--- src/rtl/alu_pkg.sv ---
// Shared definitions for the sequential ALU: op codes, FSM states and op classification.
package alu_pkg;

   localparam logic [3:0] OP_ADD  = 4'b0000;
   localparam logic [3:0] OP_ADC  = 4'b0001;
   localparam logic [3:0] OP_SUB  = 4'b0010;
   localparam logic [3:0] OP_SBC  = 4'b0011;
   localparam logic [3:0] OP_AND  = 4'b0100;
   localparam logic [3:0] OP_OR   = 4'b0101;
   localparam logic [3:0] OP_XOR  = 4'b0110;
   localparam logic [3:0] OP_XNOR = 4'b0111;
   localparam logic [3:0] OP_SHL  = 4'b1000;
   localparam logic [3:0] OP_SHR  = 4'b1001;
   localparam logic [3:0] OP_ROL  = 4'b1010;
   localparam logic [3:0] OP_ROR  = 4'b1011;
   localparam logic [3:0] OP_MUL  = 4'b1100;

   typedef enum logic [1:0] {
      IDLE = 2'b00,
      RUN  = 2'b01,
      DONE = 2'b10
   } state_e;

   // Shifts, rotates and the multiplier take more than one cycle.
   function automatic logic is_iter(input logic [3:0] op);
      return (op == OP_MUL) || (op[3:2] == 2'b10);
   endfunction

   // Codes above MUL are unassigned.
   function automatic logic is_legal(input logic [3:0] op);
      return (op <= OP_MUL);
   endfunction

endpackage

--- src/rtl/alu_core.sv ---
// Combinational ALU core: add/sub/logic ops and the single-bit shift/rotate step.
module alu_core #(
   parameter int WIDTH = 8
) (
   input  logic [3:0]       op_i,
   input  logic [WIDTH-1:0] a_i,
   input  logic [WIDTH-1:0] b_i,
   input  logic             c_i,
   output logic [WIDTH-1:0] res_o,
   output logic             c_out_o
);
   import alu_pkg::*;

   logic [WIDTH:0] sum_s;

   // Result and carry/borrow/shift-out for one operation or one shift step.
   always_comb begin
      sum_s   = {(WIDTH+1){1'b0}};
      res_o   = {WIDTH{1'b0}};
      c_out_o = 1'b0;
      case (op_i)
         OP_ADD: begin
            sum_s   = {1'b0, a_i} + {1'b0, b_i};
            res_o   = sum_s[WIDTH-1:0];
            c_out_o = sum_s[WIDTH];
         end
         OP_ADC: begin
            sum_s   = {1'b0, a_i} + {1'b0, b_i} + {{WIDTH{1'b0}}, c_i};
            res_o   = sum_s[WIDTH-1:0];
            c_out_o = sum_s[WIDTH];
         end
         OP_SUB: begin
            // Zero-extended difference: the top bit is the borrow.
            sum_s   = {1'b0, a_i} - {1'b0, b_i};
            res_o   = sum_s[WIDTH-1:0];
            c_out_o = sum_s[WIDTH];
         end
         OP_SBC: begin
            sum_s   = {1'b0, a_i} - {1'b0, b_i} - {{WIDTH{1'b0}}, c_i};
            res_o   = sum_s[WIDTH-1:0];
            c_out_o = sum_s[WIDTH];
         end
         OP_AND:  res_o = a_i & b_i;
         OP_OR:   res_o = a_i | b_i;
         OP_XOR:  res_o = a_i ^ b_i;
         OP_XNOR: res_o = ~(a_i ^ b_i);
         OP_SHL: begin
            res_o   = {a_i[WIDTH-2:0], 1'b0};
            c_out_o = a_i[WIDTH-1];
         end
         OP_SHR: begin
            res_o   = {1'b0, a_i[WIDTH-1:1]};
            c_out_o = a_i[0];
         end
         OP_ROL: res_o = {a_i[WIDTH-2:0], a_i[WIDTH-1]};
         OP_ROR: res_o = {a_i[0], a_i[WIDTH-1:1]};
         default: begin
            res_o   = {WIDTH{1'b0}};
            c_out_o = 1'b0;
         end
      endcase
   end

endmodule

--- src/rtl/seq_alu.sv ---
// Registered ALU with start/busy/done handshake, bit-serial shifts and shift-add multiply.
module seq_alu
   import alu_pkg::*;
#(
   parameter  int WIDTH = 8,
   localparam int SC_W  = $clog2(WIDTH)
) (
   input  logic             clk,
   input  logic             rstN,
   input  logic             start,
   input  logic [3:0]       aluOp,
   input  logic [WIDTH-1:0] in1,
   input  logic [WIDTH-1:0] in2,
   input  logic             cIn,
   input  logic [SC_W-1:0]  sc,
   output logic             busy,
   output logic             done,
   output logic [WIDTH-1:0] out,
   output logic [WIDTH-1:0] outHi,
   output logic             cOut,
   output logic             zero,
   output logic             err
);

   // One extra bit so the counter can hold WIDTH for the multiplier.
   localparam int CNT_W = SC_W + 1;

   state_e             state_q, state_d;
   logic [CNT_W-1:0]   cnt_q, cnt_d;
   logic [3:0]         op_q, op_d;
   logic [WIDTH-1:0]   a_q, a_d;       // shift operand, or multiplicand
   logic [WIDTH-1:0]   mq_q, mq_d;     // multiplier, fills with product low half
   logic [WIDTH-1:0]   acc_q, acc_d;   // product high half
   logic [WIDTH-1:0]   out_q, out_d;
   logic [WIDTH-1:0]   hi_q, hi_d;
   logic               cout_q, cout_d;
   logic               zero_q, zero_d;
   logic               err_q, err_d;

   logic [3:0]         core_op_s;
   logic [WIDTH-1:0]   core_a_s;
   logic [WIDTH-1:0]   core_b_s;
   logic               core_c_s;
   logic [WIDTH-1:0]   core_res_s;
   logic               core_cout_s;

   logic [WIDTH:0]     mul_sum_s;
   logic [WIDTH-1:0]   mul_acc_s;
   logic [WIDTH-1:0]   mul_mq_s;

   // Steer the shared core: live inputs at accept, latched operands while iterating.
   always_comb begin
      core_op_s = aluOp;
      core_a_s  = in1;
      core_b_s  = in2;
      core_c_s  = cIn;
      if (state_q == RUN) begin
         if (op_q == OP_MUL) begin
            core_op_s = OP_ADD;
            core_a_s  = acc_q;
            core_b_s  = a_q;
            core_c_s  = 1'b0;
         end else begin
            core_op_s = op_q;
            core_a_s  = a_q;
            core_b_s  = {WIDTH{1'b0}};
            core_c_s  = 1'b0;
         end
      end else begin
         core_op_s = aluOp;
         core_a_s  = in1;
         core_b_s  = in2;
         core_c_s  = cIn;
      end
   end

   alu_core #(.WIDTH(WIDTH)) u_core (
      .op_i    (core_op_s),
      .a_i     (core_a_s),
      .b_i     (core_b_s),
      .c_i     (core_c_s),
      .res_o   (core_res_s),
      .c_out_o (core_cout_s)
   );

   // One shift-add multiply step: conditionally add, then shift {acc,mq} right.
   always_comb begin
      if (mq_q[0]) begin
         mul_sum_s = {core_cout_s, core_res_s};
      end else begin
         mul_sum_s = {1'b0, acc_q};
      end
      mul_acc_s = mul_sum_s[WIDTH:1];
      mul_mq_s  = {mul_sum_s[0], mq_q[WIDTH-1:1]};
   end

   // Next-state and next-result logic of the handshake FSM.
   always_comb begin
      state_d = state_q;
      cnt_d   = cnt_q;
      op_d    = op_q;
      a_d     = a_q;
      mq_d    = mq_q;
      acc_d   = acc_q;
      out_d   = out_q;
      hi_d    = hi_q;
      cout_d  = cout_q;
      zero_d  = zero_q;
      err_d   = err_q;
      case (state_q)
         IDLE, DONE: begin
            if (start) begin
               if (!is_legal(aluOp)) begin
                  state_d = DONE;
                  out_d   = {WIDTH{1'b0}};
                  hi_d    = {WIDTH{1'b0}};
                  cout_d  = 1'b0;
                  zero_d  = 1'b0;
                  err_d   = 1'b1;
               end else if (aluOp == OP_MUL) begin
                  state_d = RUN;
                  cnt_d   = CNT_W'(WIDTH);
                  op_d    = aluOp;
                  a_d     = in1;
                  mq_d    = in2;
                  acc_d   = {WIDTH{1'b0}};
               end else if (is_iter(aluOp)) begin
                  if (sc == {SC_W{1'b0}}) begin
                     // Zero-length shift: operand passes through, nothing shifted out.
                     state_d = DONE;
                     out_d   = in1;
                     hi_d    = {WIDTH{1'b0}};
                     cout_d  = 1'b0;
                     zero_d  = (in1 == {WIDTH{1'b0}});
                     err_d   = 1'b0;
                  end else begin
                     state_d = RUN;
                     cnt_d   = {1'b0, sc};
                     op_d    = aluOp;
                     a_d     = in1;
                  end
               end else begin
                  state_d = DONE;
                  out_d   = core_res_s;
                  hi_d    = {WIDTH{1'b0}};
                  cout_d  = core_cout_s;
                  zero_d  = (core_res_s == {WIDTH{1'b0}});
                  err_d   = 1'b0;
               end
            end else begin
               state_d = IDLE;
            end
         end
         RUN: begin
            cnt_d = cnt_q - CNT_W'(1);
            if (op_q == OP_MUL) begin
               acc_d = mul_acc_s;
               mq_d  = mul_mq_s;
            end else begin
               a_d   = core_res_s;
            end
            if (cnt_q == CNT_W'(1)) begin
               state_d = DONE;
               err_d   = 1'b0;
               if (op_q == OP_MUL) begin
                  out_d  = mul_mq_s;
                  hi_d   = mul_acc_s;
                  cout_d = |mul_acc_s;
                  zero_d = (mul_mq_s == {WIDTH{1'b0}});
               end else begin
                  // Rotates report cOut = 0 from the core.
                  out_d  = core_res_s;
                  hi_d   = {WIDTH{1'b0}};
                  cout_d = core_cout_s;
                  zero_d = (core_res_s == {WIDTH{1'b0}});
               end
            end else begin
               state_d = RUN;
            end
         end
         default: begin
            state_d = IDLE;
         end
      endcase
   end

   // State, working registers and result registers; reset clears everything at once.
   always_ff @(posedge clk or negedge rstN) begin
      if (!rstN) begin
         state_q <= IDLE;
         cnt_q   <= {CNT_W{1'b0}};
         op_q    <= 4'b0000;
         a_q     <= {WIDTH{1'b0}};
         mq_q    <= {WIDTH{1'b0}};
         acc_q   <= {WIDTH{1'b0}};
         out_q   <= {WIDTH{1'b0}};
         hi_q    <= {WIDTH{1'b0}};
         cout_q  <= 1'b0;
         zero_q  <= 1'b0;
         err_q   <= 1'b0;
      end else begin
         state_q <= state_d;
         cnt_q   <= cnt_d;
         op_q    <= op_d;
         a_q     <= a_d;
         mq_q    <= mq_d;
         acc_q   <= acc_d;
         out_q   <= out_d;
         hi_q    <= hi_d;
         cout_q  <= cout_d;
         zero_q  <= zero_d;
         err_q   <= err_d;
      end
   end

   assign busy  = (state_q == RUN);
   assign done  = (state_q == DONE);
   assign out   = out_q;
   assign outHi = hi_q;
   assign cOut  = cout_q;
   assign zero  = zero_q;
   assign err   = err_q;

endmodule

--- config.mk ---
export PLATFORM = sky130hd
export DESIGN_NAME = seq_alu
export DESIGN_NICKNAME = d
export VERILOG_FILES = /design/src/rtl/alu_pkg.sv /design/src/rtl/alu_core.sv /design/src/rtl/seq_alu.sv
export SDC_FILE = /design/constraint.sdc
export NUM_CORES = 1
export LEC_CHECK = 0
export BUFFER_PORTS_ARGS = -buffer_cell sky130_fd_sc_hd__buf_2
export CORE_UTILIZATION = 37
export CTS_CLUSTER_DIAMETER = 60
export DETAILED_ROUTE_END_ITERATION = 10
export PLACE_DENSITY = 0.62
export SLEW_MARGIN = 20
export SYNTH_ARGS = -nofsm -noshare
export SYNTH_HDL_FRONTEND = slang
export SYNTH_SLANG_ARGS = --single-unit
--- constraint.sdc ---
create_clock -name clk -period 4.6 [get_ports clk]
set_input_delay 0.92 -clock clk [delete_from_list [all_inputs] [get_ports clk]]
set_output_delay 0.92 -clock clk [all_outputs]
set_load 0.01 [all_outputs]
==> results of run 1 <==
## final timing paths
check | depth (start not counted) | end | slack (ns)
max | 14 | cOut | 0.25
min | 2 | err | 0.48
max reg2reg | 14 | cOut | 0.25
min reg2reg | 2 | err | 0.48
max in group asynchronous | 2 | cnt_q[1] | 3.39
min in group asynchronous | 2 | outHi[2] | 0.74
## worst max-delay path: stages, from the launching register on
cell	delay [ns]
dfrtp_1	0.48
and4bb_1	0.34
nand2_1	0.12
o221a_2	0.30
ha_1	0.27
fa_1	0.48
a21o_1	0.22
a21o_1	0.22
nor4b_1	0.39
or3_1	0.20
nand4_1	0.12
mux2i_1	0.21
o211ai_1	0.18
a222oi_1	0.32
or3b_1	0.39
## per-layer routing
metal  wire length, um  global-route usage  vias to the layer above  share of wire
met5                 0                   0                        -              0
met2              7760               0.394                      245           0.45
li1                  -                   -                     2362              -
met1              7570               0.345                     2433           0.44
met3              1290              0.0310                       42          0.075
met4               577               0.115                        0          0.034
## cell families (layout without fill, tap and decap cells)
| family | count (synthesis) | in the layout | share of synthesized area |
|---|---|---|---|
| AO/OA/AOI/OAI | 186 | 186 | 0.272 |
| XOR/XNOR | 18 | 18 | 0.0345 |
| adder cells (fa/ha/maj) | 32 | 32 | 0.0837 |
| buffers and inverters | 59 | 120 | 0.0519 |
| flip-flops | 53 | 53 | 0.267 |
| multiplexers | 23 | 23 | 0.0544 |
| AND/OR/NAND/NOR | 235 | 235 | 0.236 |
## power by group through the flow
stage	Sequential [uW]	Combinational [uW]	Clock (uW)
floorplan	803	2310	0
global placement	849	3270	0
detailed placement	854	3310	0
CTS	848	3330	370
global route	879	3750	387
finish	856	3440	365
## stage by stage
step,instances,hold WS (ns)
floorplan,606,0.461
global placement,831,0.459
detailed placement,831,0.461
CTS,839,0.484
global route,839,0.515
finish,839,0.477
## placed cells by master (no fill, tap or decap), drive strengths merged, types with 7 or more instances in the layout
| cell type | count |
|---|---|
| a22o | 10 |
| a21boi | 8 |
| mux2i | 9 |
| nor2 | 61 |
| a211oi | 8 |
| mux2 | 12 |
| xor2 | 7 |
| clkbuf | 8 |
| a211o | 7 |
| nor3 | 15 |
| nand2b | 15 |
| buf | 83 |
| dfrtp | 53 |
| xnor2 | 10 |
| and2 | 8 |
| ha | 30 |
| a21oi | 39 |
| o22ai | 12 |
| nand3 | 7 |
| nand2 | 74 |
| and3 | 7 |
| a31oi | 15 |
| o21ai | 13 |
| inv | 27 |
| a221oi | 11 |
## layout make-up
cell class	instances	area, sq um	share of cell area
Clock buffer	8	136	0.0238
Inverter	29	109	0.0190
Multi-Input combinational cell	494	3420	0.597
Sequential cell	53	1330	0.232
Tap cell	172	215	0.0376
Timing Repair Buffer	83	518	0.0906
## state kept, by name (all words and copies together), names as in the netlist
name and flops:
zero 1, cOut 1, a_q 8, state_q 2, outHi 8, err 1
acc_q 8, cnt_q 4, op_q 4, mq_q 8, out 8
==> metrics.yaml, run 1 <==
clk_path_buf_depth: 2
cts_tree: "done"
hp-class: "reg2reg"
p_switching_uw: 2390
grt_pass1_vias: 5029
tns_ns: 0
clkLatencyLatePin_ns: 0.30
rr_startpoint: "op_q[2]"
finalPower_uw: 4660
syn_avg_cell_area_sq_um: 8.19
p_leak_uw: 0.00262
worstSetupPathType: "reg2reg"
antennaDiodeCount: 0
synth_edf_count: 0
routed-via-count: 5082
clock-root-buffer: "clkbuf_16"
clk_pin_slew_ns: 0.07
max_freq_ghz: 0.230
ir_drop_mv: 0.428
crit_arrival_ns: 4.52
slew_violations: 0
required_ns: 4.78
maxCapViolations: 0
drc: 0
switching_share: 0.513
synth.most_common_cell: "nand2_1"
place_congestion: 0.988
die_area_sq_um: 13900
setup_viol: 0
io_pins: 48
vias_per_cell: 6.06
tightest_slew_ns: 0.984
async_flop_share: 1.00
relSlewSlack: 0.344
seq_power_share: 0.184
dpl-instance-area_sq_um: 5550
synth_top_area_share: 0.267
portBuffers: 47
drt_iter0_drc: 449
cp_max_fo: 8
ys_top_cells_by_area: "dfrtp_1 (27%), ha_1 (7.6%), nand2_1 (5.6%)"
wl_per_cell_um: 20.5
yosysTopAreaCell: "dfrtp_1"
rsz0062_at_grt: "no"
cts_hold_buf: 0
layout.nets: 725
synth_nets: 665
fp.dieH_um: 118
p_int_uw: 2270
antenna_left: 0
crit_path_start_kind: "register"
fin_crit_sh: 0.945
numCtsBuffers: 5
cts_resized: 0
antenna_found_initial: 0
pre_cts_ws_ns: 0.148
overflow: 0
p_per_area_nw_per_um2: 814
pwr-share-clk: 0.078
fin_crit_ns: 4.35
syn_to_final_growth_pct: 15.2
rows: 41
die_w_um: 118
startpoint: "op_q[2]"
hpwlAfterDp_um: 13400
worst_slack_ns: 0.253
ys_seq_area_frac: 0.267
crit_path_end_kind: "register"
yosys_warnings: 0
synthTopCellsByCount: "nand2_1 (74), nor2_1 (61), dfrtp_1 (53)"
drive_gt1_frac: 0.184
syn-cell-area_sq_um: 4960
hold_viol: 0
synthFlopType: "dfrtp_1"
worstHoldStart: "err"
h-tree-depth: 2
nFillCells: 1303
first_pass_iters: 5
grt_pass1_wl_um: 27600
utilization: 0.446
ys_types: 74
grt_max_degree: 54
synthCells: 606
grt_usage: 0.252
stdcell_area_sq_um: 5720
comb_power_share: 0.738
cts_sinks: 53
ys_ff_latch: 53
fin_skew_ns: 0.00941
floorplan.initialDensity: 0.387
drt_wl_total_um: 17200
outcome: "finished clean"
cts_post_setup_buffers_inserted: 0
core_sq_um: 12800
Note: power is estimated with default switching activity, not from simulation.
==> inputs of run 2 (changes only) <==
--- a/config.mk
+++ b/config.mk
@@ -9,7 +9,7 @@
 export CORE_UTILIZATION = 37
 export CTS_CLUSTER_DIAMETER = 60
 export DETAILED_ROUTE_END_ITERATION = 10
-export PLACE_DENSITY = 0.62
+export PLACE_DENSITY = 0.6
 export SLEW_MARGIN = 20
 export SYNTH_ARGS = -nofsm -noshare
 export SYNTH_HDL_FRONTEND = slang
==> constraint.sdc (replaced) <==
create_clock -name clk -period 4.2 [get_ports clk]
set_input_delay 0.84 -clock clk [delete_from_list [all_inputs] [get_ports clk]]
set_output_delay 0.84 -clock clk [all_outputs]
set_load 0.01 [all_outputs]
==> metrics.yaml, run 2 (synthesized netlist as in run 1, its figures left out) <==
outcome: "finished clean"
rows: 41
drive_gt1_frac: 0.276
ir_drop_mv: 0.503
max_freq_ghz: 0.246
clk_pin_slew_ns: 0.07
gr-usage-met1: 0.317
rr_startpoint: "state_q[1]"
vias_per_cell: 6.02
maxCapViolations: 0
antennaDiodeCount: 0
setup_viol: 0
grt_pass1_vias: 5177
r2r-end: "cOut"
syn_to_final_growth_pct: 26.8
whs_ns: 0.489
fin_skew_ns: 0.00336
slew_violations: 0
cts_sinks: 53
tightest_slew_ns: 0.858
antenna_found_initial: 0
relSlewSlack: 0.423
numCtsBuffers: 5
grt_use_met2: 0.433
fp.dieH_um: 118
wl_per_cell_um: 20.4
cts_hold_buf: 0
clock-root-buffer: "clkbuf_16"
finalPower_uw: 5820
die_area_sq_um: 13900
instances_no_fill: 878
h-tree-depth: 2
cts_tree: "done"
cp_max_fo: 15
grt_usage: 0.253
grt_max_degree: 32
placed_cells: 857
hpwlAfterDp_um: 14000
hp-class: "reg2reg"
io_pins: 48
mostFrequentLayoutCells: "nand2_1 (69), buf_4 (69), nor2_1 (59)"
nFillCells: 1240
clkLatencyLatePin_ns: 0.29
routed-via-count: 5283
rrSetupSlack_ns: 0.14
hold_viol: 0
hold_path_end: "outHi[5]"
portBuffers: 47
hold_depth: 1
crit_path_end_kind: "register"
worstSetupPathType: "reg2reg"
place_congestion: 0.980
floorplan.initialDensity: 0.387
worstHoldStart: "outHi[5]"
crit_path_start_kind: "register"
die_w_um: 118
core_sq_um: 12800
first_pass_iters: 7
drt_wl_total_um: 17900
crit_arrival_ns: 4.24
clk_path_buf_depth: 2
fin_crit_sh: 0.967
p_per_area_nw_per_um2: 924
p_leak_uw: 0.00286
grt.busiest_layer: "met2"
layout.nets: 764
antenna_left: 0
grtUsageMet3: 0.0208
ff2ff_path_depth: 16
grt_pass1_wl_um: 27600
startpoint: "state_q[1]"
drc: 0
required_ns: 4.38
drt_iter0_drc: 377
fin_crit_ns: 4.06
overflow: 0
==> run 2: timing repair <==
item                       in CTS  in global routing
buffers inserted                2                 11
setup endpoints to repair       2                 19
resized for setup               9                 43
pin swaps                       2                 17
==> run 2: worst max-delay path by stage <==
| stage | endpoint | slack (ns) | cells after the start |
|---|---|---|---|
| after floorplan | cOut | 0.01 | 19 |
| after global placement | outHi[5] | -0.08 | 16 |
| after global routing | cOut | -0.05 | 14 |
| final | cOut | 0.14 | 16 |
| after CTS | cOut | 0.0009 | 17 |
| after detailed placement | cOut | -0.12 | 15 |
==> run 2: layout make-up <==
| cell class | instances | area [sq um] | share of cell area |
|---|---|---|---|
| clock inverters | 1 | 30.0 | 0.00477 |
| clock buffers | 7 | 143 | 0.0227 |
| repair buffers | 122 | 838 | 0.133 |
| multi-input cells | 494 | 3630 | 0.577 |
| well taps | 172 | 215 | 0.0342 |
| inverters | 29 | 114 | 0.0181 |
| flip-flops and latches | 53 | 1330 | 0.211 |
==> run 2: worst max-delay path, cell delays in order (launching register included) <==
cell and delay (ns):
dfrtp_1 0.39, nand2b_4 0.19, buf_4 0.20, buf_6 0.17, nand2_2 0.12, nand2_2 0.12, ha_1 0.35, or2_2 0.32
a211o_1 0.33, mux2i_1 0.24, and2_1 0.21, xor2_1 0.14, nor2_1 0.06, a2111oi_2 0.42, buf_4 0.21, a31oi_1 0.08
or3b_1 0.37
==> run 2: per-layer routing <==
metal  routed length, um  vias to the layer above
li1                    -                     2456
met1                7500                     2535
met2                8570                      241
met3                1030                       51
met4                 771                        0
met5                   0                        -
==> run 2: per-stage QoR <==
step	util	instance area (sq um)	setup WS (ns)	TNS (ns)
after global placement	0.449	5760	-0.0796	-0.153
after detailed placement	0.449	5760	-0.116	-0.215
after floorplan	-	4980	0.0111	0
after global routing	0.491	6300	-0.0470	-0.0470
final	0.491	6300	0.137	0
after CTS	0.466	5980	0.000941	0
==> run 2: power by group <==
group          internal [uW]  switching [uW]  leakage, uW
logic                   1940            2450      0.00212
registers                717             228     0.000653
clock network            298             183    0.0000841
